`src/rtl/countdown_timer.sv`:
```
// countdown_timer: loadable BCD MM:SS:cc countdown with expiry pulse and held expired flag.
// Define COUNTDOWN_AUTO_RELOAD_EN to restart from the last loaded preset on expiry.
module countdown_timer #(
    parameter int CLOCK_COUNT = 999999
) (
    input  logic        clk,
    input  logic        reset,
    input  logic        start_stop,
    input  logic        load,
    input  logic [23:0] preset,
    output logic [23:0] digits,
    output logic        running,
    output logic        expired,
    output logic        expired_pulse
);
    localparam int PW = CLOCK_COUNT > 0 ? $clog2(CLOCK_COUNT + 1) : 1;
    localparam logic [PW-1:0] TERM = PW'(CLOCK_COUNT);

    typedef enum logic [1:0] {IDLE, RUN, PAUSE, EXPIRED} state_t;

    state_t        state, state_next;
    logic [PW-1:0] prescaler, pre_next;
    logic [23:0]   digits_next, clamped, dec;
    logic          pulse_next, tick, borrow;

    function automatic logic [3:0] clamp(input logic [3:0] d, input logic [3:0] m);
        return d > m ? m : d;
    endfunction

    assign clamped = {clamp(preset[23:20], 4'd5), clamp(preset[19:16], 4'd9),
                      clamp(preset[15:12], 4'd5), clamp(preset[11:8], 4'd9),
                      clamp(preset[7:4], 4'd9), clamp(preset[3:0], 4'd9)};
    assign tick    = state == RUN && prescaler == TERM;
    assign running = state == RUN;
    assign expired = state == EXPIRED;

    // Borrow cascade from hundredths upward; tens of seconds/minutes wrap to 5.
    always_comb begin
        dec = digits;
        borrow = 1'b1;
        for (int i = 0; i < 6; i++) begin
            if (borrow)
                dec[4*i +: 4] = digits[4*i +: 4] == 4'd0 ? ((i == 3 || i == 5) ? 4'd5 : 4'd9)
                                                         : digits[4*i +: 4] - 4'd1;
            borrow = borrow && digits[4*i +: 4] == 4'd0;
        end
    end

`ifdef COUNTDOWN_AUTO_RELOAD_EN
    logic [23:0] reload;
    always_ff @(posedge clk) begin
        if (reset)
            reload <= '0;
        else if (load && state != RUN)
            reload <= clamped;
    end
`endif

    always_comb begin
        state_next = state;
        digits_next = digits;
        pre_next = prescaler;
        pulse_next = 1'b0;
        if (load && state != RUN) begin
            state_next = IDLE;
            digits_next = clamped;
            pre_next = '0;
        end else if (state == RUN) begin
            pre_next = tick ? '0 : prescaler + 1'b1;
            digits_next = tick ? dec : digits;
            if (tick && digits == 24'h000001) begin
                pulse_next = 1'b1;
`ifdef COUNTDOWN_AUTO_RELOAD_EN
                digits_next = reload != '0 ? reload : dec;
                state_next = reload != '0 ? RUN : EXPIRED;
`else
                state_next = EXPIRED;
`endif
            end else if (start_stop) begin
                state_next = PAUSE;
            end
        end else if (start_stop) begin
            state_next = state == PAUSE ? RUN : state == EXPIRED ? IDLE : digits != '0 ? RUN : IDLE;
        end
    end

    always_ff @(posedge clk) begin
        if (reset) begin
            state <= IDLE;
            digits <= '0;
            prescaler <= '0;
            expired_pulse <= 1'b0;
        end else begin
            state <= state_next;
            digits <= digits_next;
            prescaler <= pre_next;
            expired_pulse <= pulse_next;
        end
    end
endmodule

```
`config.mk`:
```
export PLATFORM = sky130hd
export DESIGN_NAME = countdown_timer
export DESIGN_NICKNAME = d
export VERILOG_FILES = /design/src/rtl/countdown_timer.sv
export SDC_FILE = /design/constraint.sdc
export NUM_CORES = 1
export LEC_CHECK = 0
export BUFFER_PORTS_ARGS = -buffer_cell sky130_fd_sc_hd__buf_2
export CAP_MARGIN = 0
export CORE_ASPECT_RATIO = 1.25
export CORE_MARGIN = 1
export CORE_UTILIZATION = 38
export DETAILED_ROUTE_END_ITERATION = 8
export PLACE_DENSITY = 0.67
export SETUP_SLACK_MARGIN = 0.4
export SLEW_MARGIN = 5
export SYNTH_ARGS = -nofsm -noshare
export SYNTH_HDL_FRONTEND = slang
export SYNTH_SLANG_ARGS = --single-unit
```
`constraint.sdc`:
```
create_clock -name clk -period 4.55 [get_ports clk]
set_clock_uncertainty 0.1 [all_clocks]
set_input_delay 0.91 -clock clk [delete_from_list [all_inputs] [get_ports clk]]
set_output_delay 0.91 -clock clk [all_outputs]
set_load 0.005 [all_outputs]
```
; ---- After elaboration in Yosys (flattened, before gate mapping)
; Index checks and enable logic that the tools add are counted.
[classes]
n_addsub = 7
n_lt_le_gt_ge = 6
n_eq_ne = 6
muxes = 29
bitwise_logic = 1
reduce_logical = 32
[ops]
columns = op, n
row1 = $mux W24, 3
row2 = $mux W4, 17
row3 = $eq A24 B1 Y1 const B, 1
row4 = $logic_not A4 Y1, 6
row5 = $reduce_bool A24 Y1, 1
row6 = $sub A4 B1 Y4 const B, 6
row7 = $add A20 B1 Y20 const B, 1
row8 = $eq A20 B20 Y1 const B, 1
row9 = $mux W20, 1
row10 = $reduce_bool A2 Y1, 9
row11 = $gt A4 B4 Y1 const B, 4
row12 = $reduce_and A3 Y1, 5
row13 = $gt A4 B3 Y1 const B, 2
row14 = $mux W2, 4
row15 = $logic_and A1 B1 Y1, 7
row16 = $eq A2 B2 Y1 const B, 2
row17 = $mux W1, 4
row18 = $reduce_and A2 Y1, 2
row19 = $reduce_or A3 Y1, 1
row20 = $eq A2 B1 Y1 const B, 1
row21 = $ne A2 B1 Y1 const B, 1
row22 = $reduce_or A2 Y1, 1
row23 = $not A1 Y1, 1
[totals]
register_bits = 47
input_bits = 28
output_inout_bits = 27
word_cells = 90

; ---- Logic depth before layout (Yosys ltp)
; Gate-level depths: netlist (run 1).
[depth]
ltp_word = 9
depth_mapped = 8
mapped_depth_nobuf = 6

; ---- Least setup slack after synthesis (run 1)
; Ideal clock, no wire load.
[synth_timing]
path_kind = flip-flop to flip-flop
startpoint = register prescaler[6]
endpoint = register digits[11]
setup_time_ns = 0.132
t_arrival_ns = 2.202
required_time_ns = 4.318
slack_ns = 2.115
stages_incl_launch_ff = 6
n_path_buf = 0
period_less_slack_ns = 2.435
cell_sequence = dfxtp_1 or4_4 or4_4 or4_4 o211ai_1 a21oi_1
[synth_between]
elab_chain_len = 4
[synth_rtl]
columns = item, line_no
row1 = start: declaration, 22  ; logic [PW-1:0] prescaler, pre_next;
row2 = start signal: assignment, 96  ; prescaler <= pre_next;
row3 = $eq A20 B20 Y1, 33  ; assign tick = state == RUN && prescaler == TERM;
row4 = $logic_and A1 B1 Y1, 33
row5 = $reduce_bool A2 Y1 (no line), n/a
row6 = $reduce_and A3 Y1 (no line), n/a
row7 = end signal: assignment, 95  ; digits <= digits_next;
row8 = end: declaration, 11  ; output logic [23:0] digits,
; Every way passes these cells.
; A chain may end at the register's enable or synchronous reset.

; ---- Worst setup path in the final report (run 1)
[layout_timing]
startpoint = register prescaler[6]
endpoint = register digits[22]
; Same word-level chain as after synthesis.

==> impl_metrics.tcl, run 1 <==
set metrics [dict create \
    outcome "complete, no violations" \
    cts_setup_buffers 0 \
    dp_hpwl_um 4709 \
    areaGrowthSynthToFinish_pct 16.19 \
    cp_cell_sequence "or4_4, nor3_1, nand4_2, or4_1, a311oi_1" \
    worstPathArrival_ns 2.93 \
    yosys_warnings 0 \
    rsz0062_at_grt "false" \
    num_rows 33 \
    pre_cts_slack_ns 1.758 \
    cp-end-kind "register" \
    ant_nets 0 \
    synth_area_leaders "dfxtp_1 (36%), nor2_1 (6.7%), xnor2_1 (5.8%)" \
    hold_start "prescaler[1]" \
    slew-limit-headroom 0.5000 \
    antenna_found_initial 0 \
    grt_remaining_overflow 0 \
    crit_buf_inv 0 \
    ir_drop_uv 120.6 \
    worstSkewPairLatency_ns 0.31 \
    clkSinkCount 47 \
    hold_violations 0 \
    numCtsBuffers 5 \
    numPortBuffers 54 \
    syn_area_sq_um 2581 \
    critPathKind "reg -> reg" \
    root_buffer "clkbuf_8" \
    ctsResizeCount 0 \
    hold_buffers 0 \
    fp.dieH_um 94.15 \
    hold_path_class "reg -> reg" \
    dpl_cell_area_sq_um 2912 \
    final_cell_area_sq_um 2999 \
    setup_viol 0 \
    cp.required_ns 4.67 \
    route.detailed.drc 0 \
    drive_gt1_frac 0.2060 \
    min_period_ns 2.807 \
    final_common_cell "buf_2" \
    totalWireLength_um 6388 \
    async_flop_share 0 \
    startpoint "prescaler[6]" \
    vias_per_cell 5.430 \
    first_pass_iters 4 \
    synth_edf_count 0 \
    utilization 0.4568 \
    grt_pass1_wl_um 10320 \
    clk_path_buf_depth 2 \
    fin_nets 397 \
    coreArea_sq_um 6565 \
    max_freq_mhz 356.3 \
    post-route-period-util 0.6169 \
    avgSynthCellArea_sq_um 8.066 \
    maxCapViolCount 0 \
    worstHoldPathCells 2 \
    crit_slowest_cell "or4_1" \
    synth_top_area_frac 0.3645 \
    r2r_cells 5 \
    die_w_um 75.72 \
    slew_violations 0 \
    crit_family "simple AND/OR/NAND/NOR gates" \
    most-common-layout-cells "buf_2 (54), dfxtp_1 (47), nor2_1 (46)" \
    ys_seq_elements 47 \
    fill_cells 663 \
    power_density_nw_per_um2 277.2 \
    synthFlopType "dfxtp_1" \
    worstPathMaxFanout 16 \
    cp_slowest_stage_delay_ns 0.63 \
    worstMarginPinSlew_ns 0.7478 \
    startpoint_type "register" \
    drt-initial-drc-count 158 \
    tns_ns 0 \
    ioPinCount 55 \
    leakagePower_uw 0.001096 \
    cp.depth 5 \
    routedWlPerCell_um 14.01 \
    cts_tree "built" \
    grt_use_total 0.1899 \
    seq_area_frac_synth 0.3645 \
    route.vias.total 2476 \
    globalplace.congestion 0.8029 \
    dieArea_sq_um 7128 \
    whs_ns 0.3740 \
    grt_pass1_vias 2252 \
    yosysUniqueCellTypes 54 \
    synth_nets 349 \
    fin_ws_ns 1.743 \
    yosys.area.top_type "dfxtp_1" \
    ctsHtreeMaxLevel 2 \
    initial_utilization 0.3932 \
    antenna_cells 0 \
    clk_pin_slew_ns 0.09 \
    r2r-start "prescaler[6]" \
    grt_max_degree 26 \
    synth_cells 320 \
]
-- sequential cells by signal (all words and copies together), names as in the netlist --
| signal | cells |
|---|---|
| digits | 24 |
| prescaler | 20 |
| state | 2 |
| expired_pulse | 1 |
-- per-stage QoR --
step / cells / total power (uW)
after floorplan: 320 / 533.2
after global placement: 448 / 581.2
after detailed placement: 448 / 582.2
after CTS: 456 / 841.1
after global routing: 456 / 875.8
final: 456 / 831.3
-- area by class of cell --
type	count	area [sq um]	share of cell area
clock inverter	3	18.77	0.006258
tap	87	108.9	0.03630
inverter	9	33.78	0.01126
clock buffer	5	68.82	0.02295
timing repair buffer	55	277.8	0.09262
sequential	47	940.9	0.3137
multi-input combinational	250	1550	0.5169
-- layer usage --
metal | track usage | wire length (um) | vias up
li1 | - | - | 1269
met1 | 0.2275 | 2844 | 1139
met2 | 0.3266 | 3161 | 60
met3 | 0.04185 | 285 | 8
met4 | 0.06481 | 97 | 0
met5 | 0 | 0 | -
-- synthesized netlist by cell type (6+ instances only) --
master	n
dfxtp_1	47
nand2_1	32
nand4_1	6
nor2_1	46
nor4_1	11
a31oi_1	7
o21ai_0	7
inv_1	9
a311oi_1	8
xnor2_1	17
nand3_1	11
clkbuf_1	10
nor3_1	19
nand3b_1	6
-- final timing paths --
kind / to / slack, ns
max: digits[22] / 1.74
min: prescaler[1] / 0.37
max reg2reg: digits[22] / 1.74
min reg2reg: prescaler[1] / 0.37
-- cell families (layout without fill, tap and decap cells) --
family | after synthesis | in the layout | synth area share
muxes | 2 | 2 | 0.007756
xor gates and xnor gates | 21 | 21 | 0.07125
and+or+nand+nor | 171 | 171 | 0.3645
AOI/OAI and AO/OA | 55 | 55 | 0.1522
buffers and inverters | 23 | 72 | 0.03490
adders and majority gates | 1 | 1 | 0.004847
DFF | 47 | 47 | 0.3645
-- where the power goes --
part | leakage, uW | switching (uW) | internal, uW
logic | 0.000664 | 74.7 | 51.5
registers | 0.000383 | 19.8 | 426
clock network | 0.0000483 | 151 | 108
-- worst reg2reg max path: cells and delay by family (launching register included) --
kind / cells / cell delay (ns)
simple gates: 4 / 1.99
flops: 1 / 0.36
compound gates: 1 / 0.27
No activity file was read; power rests on OpenSTA's default activity.
==> inputs of run 2 (changes only) <==
==> constraint.sdc (replaced) <==
create_clock -name clk -period 2.7 [get_ports clk]
set_clock_uncertainty 0.1 [all_clocks]
set_input_delay 0.54 -clock clk [delete_from_list [all_inputs] [get_ports clk]]
set_output_delay 0.54 -clock clk [all_outputs]
set_load 0.005 [all_outputs]
==> run 2 against run 1 <==
  * Non-clock buffer count up 13
  * Clock power up 82%
  * Design area up 4.2%
  * Critical path depth unchanged
  * Flip-flop and latch count unchanged
  * Via count up 4.1%
  * Power up 75%
  * Core utilization up 1.9 points
  * Cell count up 2.9%
  * Critical endpoint is now digits[11]
  * Largest power group unchanged
==> impl_metrics.tcl, run 2 (same netlist as run 1, synthesis figures left out) <==
set metrics [dict create \
    ioPinCount 55 \
    r2r-end "digits[11]" \
    numPortBuffers 54 \
    num_rows 33 \
    cp_slowest_stage_delay_ns 0.54 \
    worstMarginPinSlew_ns 0.5632 \
    grt_max_degree 26 \
    root_buffer "clkbuf_8" \
    rsz0062_at_grt "true" \
    fill_cells 658 \
    pwr-share-seq 0.516 \
    utilization 0.4761 \
    regMostFlops "digits" \
    antenna_found_initial 0 \
    cp.required_ns 2.78 \
    pwr-share-comb 0.159 \
    areaGrowthSynthToFinish_pct 21.09 \
    route.detailed.drc 0 \
    grt_pass1_vias 2352 \
    internal_power_uw 1050 \
    fin_nets 410 \
    initial_utilization 0.3932 \
    p_clk_frac 0.324 \
    worstSkewPairLatency_ns 0.30 \
    max_freq_mhz 430.0 \
    power_density_nw_per_um2 465.5 \
    worstPathArrival_ns 2.40 \
    cts_tree "built" \
    clk_path_buf_depth 2 \
    crit_slowest_cell "or4_4" \
    grt_use_total 0.1945 \
    hold_start "prescaler[1]" \
    totalWireLength_um 6640 \
    switching_power_uw 405.3 \
    fp.dieH_um 94.15 \
    grt_pass1_wl_um 10740 \
    die_w_um 75.72 \
    slew-limit-headroom 0.6237 \
    worstPathMaxFanout 5 \
    setup_viol 0 \
    drive_gt1_frac 0.2408 \
    outcome "complete, no violations" \
    worstHoldPathCells 2 \
    rrSetupSlack_ns 0.37 \
    slew_violations 0 \
    leakagePower_uw 0.001164 \
    numCtsBuffers 5 \
    cp-end-kind "register" \
    coreArea_sq_um 6565 \
    routedWlPerCell_um 14.16 \
    startpoint "prescaler[6]" \
    min_to "prescaler[1]" \
    ir_drop_uv 234.1 \
    hold_buffers 0 \
    tns_ns 0 \
    antenna_cells 0 \
    dp_hpwl_um 4974 \
    r2r_cells 5 \
    maxCapViolCount 0 \
    post-route-period-util 0.8614 \
    ant_nets 0 \
    most-common-layout-cells "buf_2 (54), nor2_1 (46), dfxtp_1 (46)" \
    final_common_cell "buf_2" \
    largest_reg_flops 24 \
    ctsHtreeMaxLevel 2 \
    vias_per_cell 5.497 \
    hold_violations 0 \
    clk_pin_slew_ns 0.09 \
    dieArea_sq_um 7128 \
    min_period_ns 2.326 \
    hold_path_class "reg -> reg" \
    r2r-start "prescaler[6]" \
    startpoint_type "register" \
    clkSinkCount 47 \
    route.vias.total 2578 \
    crit_path_frequent_cell "or4_4" \
    critPathKind "reg -> reg" \
    top_regs "digits x24, prescaler x20, state x2" \
    globalplace.congestion 0.8264 \
    first_pass_iters 4 \
    cp_cell_sequence "or4_4, or4_4, or4_4, o211ai_1, a21oi_1" \
    grt_remaining_overflow 0 \
    switching_share 0.2785 \
    drt-initial-drc-count 180 \
]
-- run 2: changes by cell type in the layout (fill, tap and decap cells not counted) --
| cell | before | now |
|---|---|---|
| nor3_2 | 1 | 2 |
| clkinv_2 | 2 | 0 |
| o21ai_1 | 2 | 1 |
| dfxtp_1 | 47 | 46 |
| inv_6 | 1 | 0 |
| clkinvlp_4 | 0 | 1 |
| dfxtp_4 | 0 | 1 |
| clkbuf_8 | 5 | 7 |
| nor3_1 | 19 | 18 |
| buf_4 | 1 | 14 |
| o21ai_2 | 0 | 1 |
-- run 2: worst max-delay path: cells and delay by family (launching register included) --
family,cells,cell delay (ns)
AOI/OAI and AO/OA,2,0.26
DFF,1,0.35
and+or+nand+nor,3,1.51
-- run 2: layout make-up --
type	count	area, sq um	area share
inverter	9	33.78	0.01081
tap	87	108.9	0.03483
timing repair buffer	68	375.4	0.1201
sequential	47	944.7	0.3022
clock inverter	1	7.507	0.002402
clock buffer	7	96.34	0.03082
multi-input combinational	250	1559	0.4988
-- run 2: per-layer routing --
| metal | track usage | routed length (um) |
|---|---|---|
| met5 | 0 | 0 |
| met4 | 0.07716 | 145 |
| met3 | 0.03648 | 348 |
| met2 | 0.3378 | 3272 |
| met1 | 0.2296 | 2873 |
-- run 2: what timing repair did --
action | CTS | global route
buffers inserted | 2 | 1
cloned | 0 | 0
pin swaps | 5 | 6
setup endpoints to repair | 20 | 18
gates resized for setup | 4 | 0
-- run 2: worst max-delay path by stage --
stage	to	slack, ns
finish	digits[11]	0.37
global placement	digits[8]	0.30
floorplan	digits[22]	0.40
CTS	digits[11]	0.37
detailed placement	digits[14]	0.26
global route	digits[11]	0.26
-- run 2: through the flow --
stage	setup WS, ns	hold slack (ns)	cell area, sq um	power [uW]	instances
floorplan	0.4048	0.3440	2581	898.4	320
global placement	0.3050	0.3619	2987	996.2	458
detailed placement	0.2602	0.3701	2987	999.2	458
CTS	0.3688	0.3841	3118	1473	468
global route	0.2601	0.3869	3126	1536	469
finish	0.3742	0.3831	3126	1455	469
-- run 2: power groups by stage --
stage | Clock [uW] | Combinational [uW] | Sequential (uW)
6_report | 472 | 232 | 751
4_1_cts | 489 | 233 | 751
3_5_place_dp | 0 | 231 | 768
5_1_grt | 521 | 259 | 756
2_1_floorplan | 0 | 137 | 762
3_3_place_gp | 0 | 229 | 767
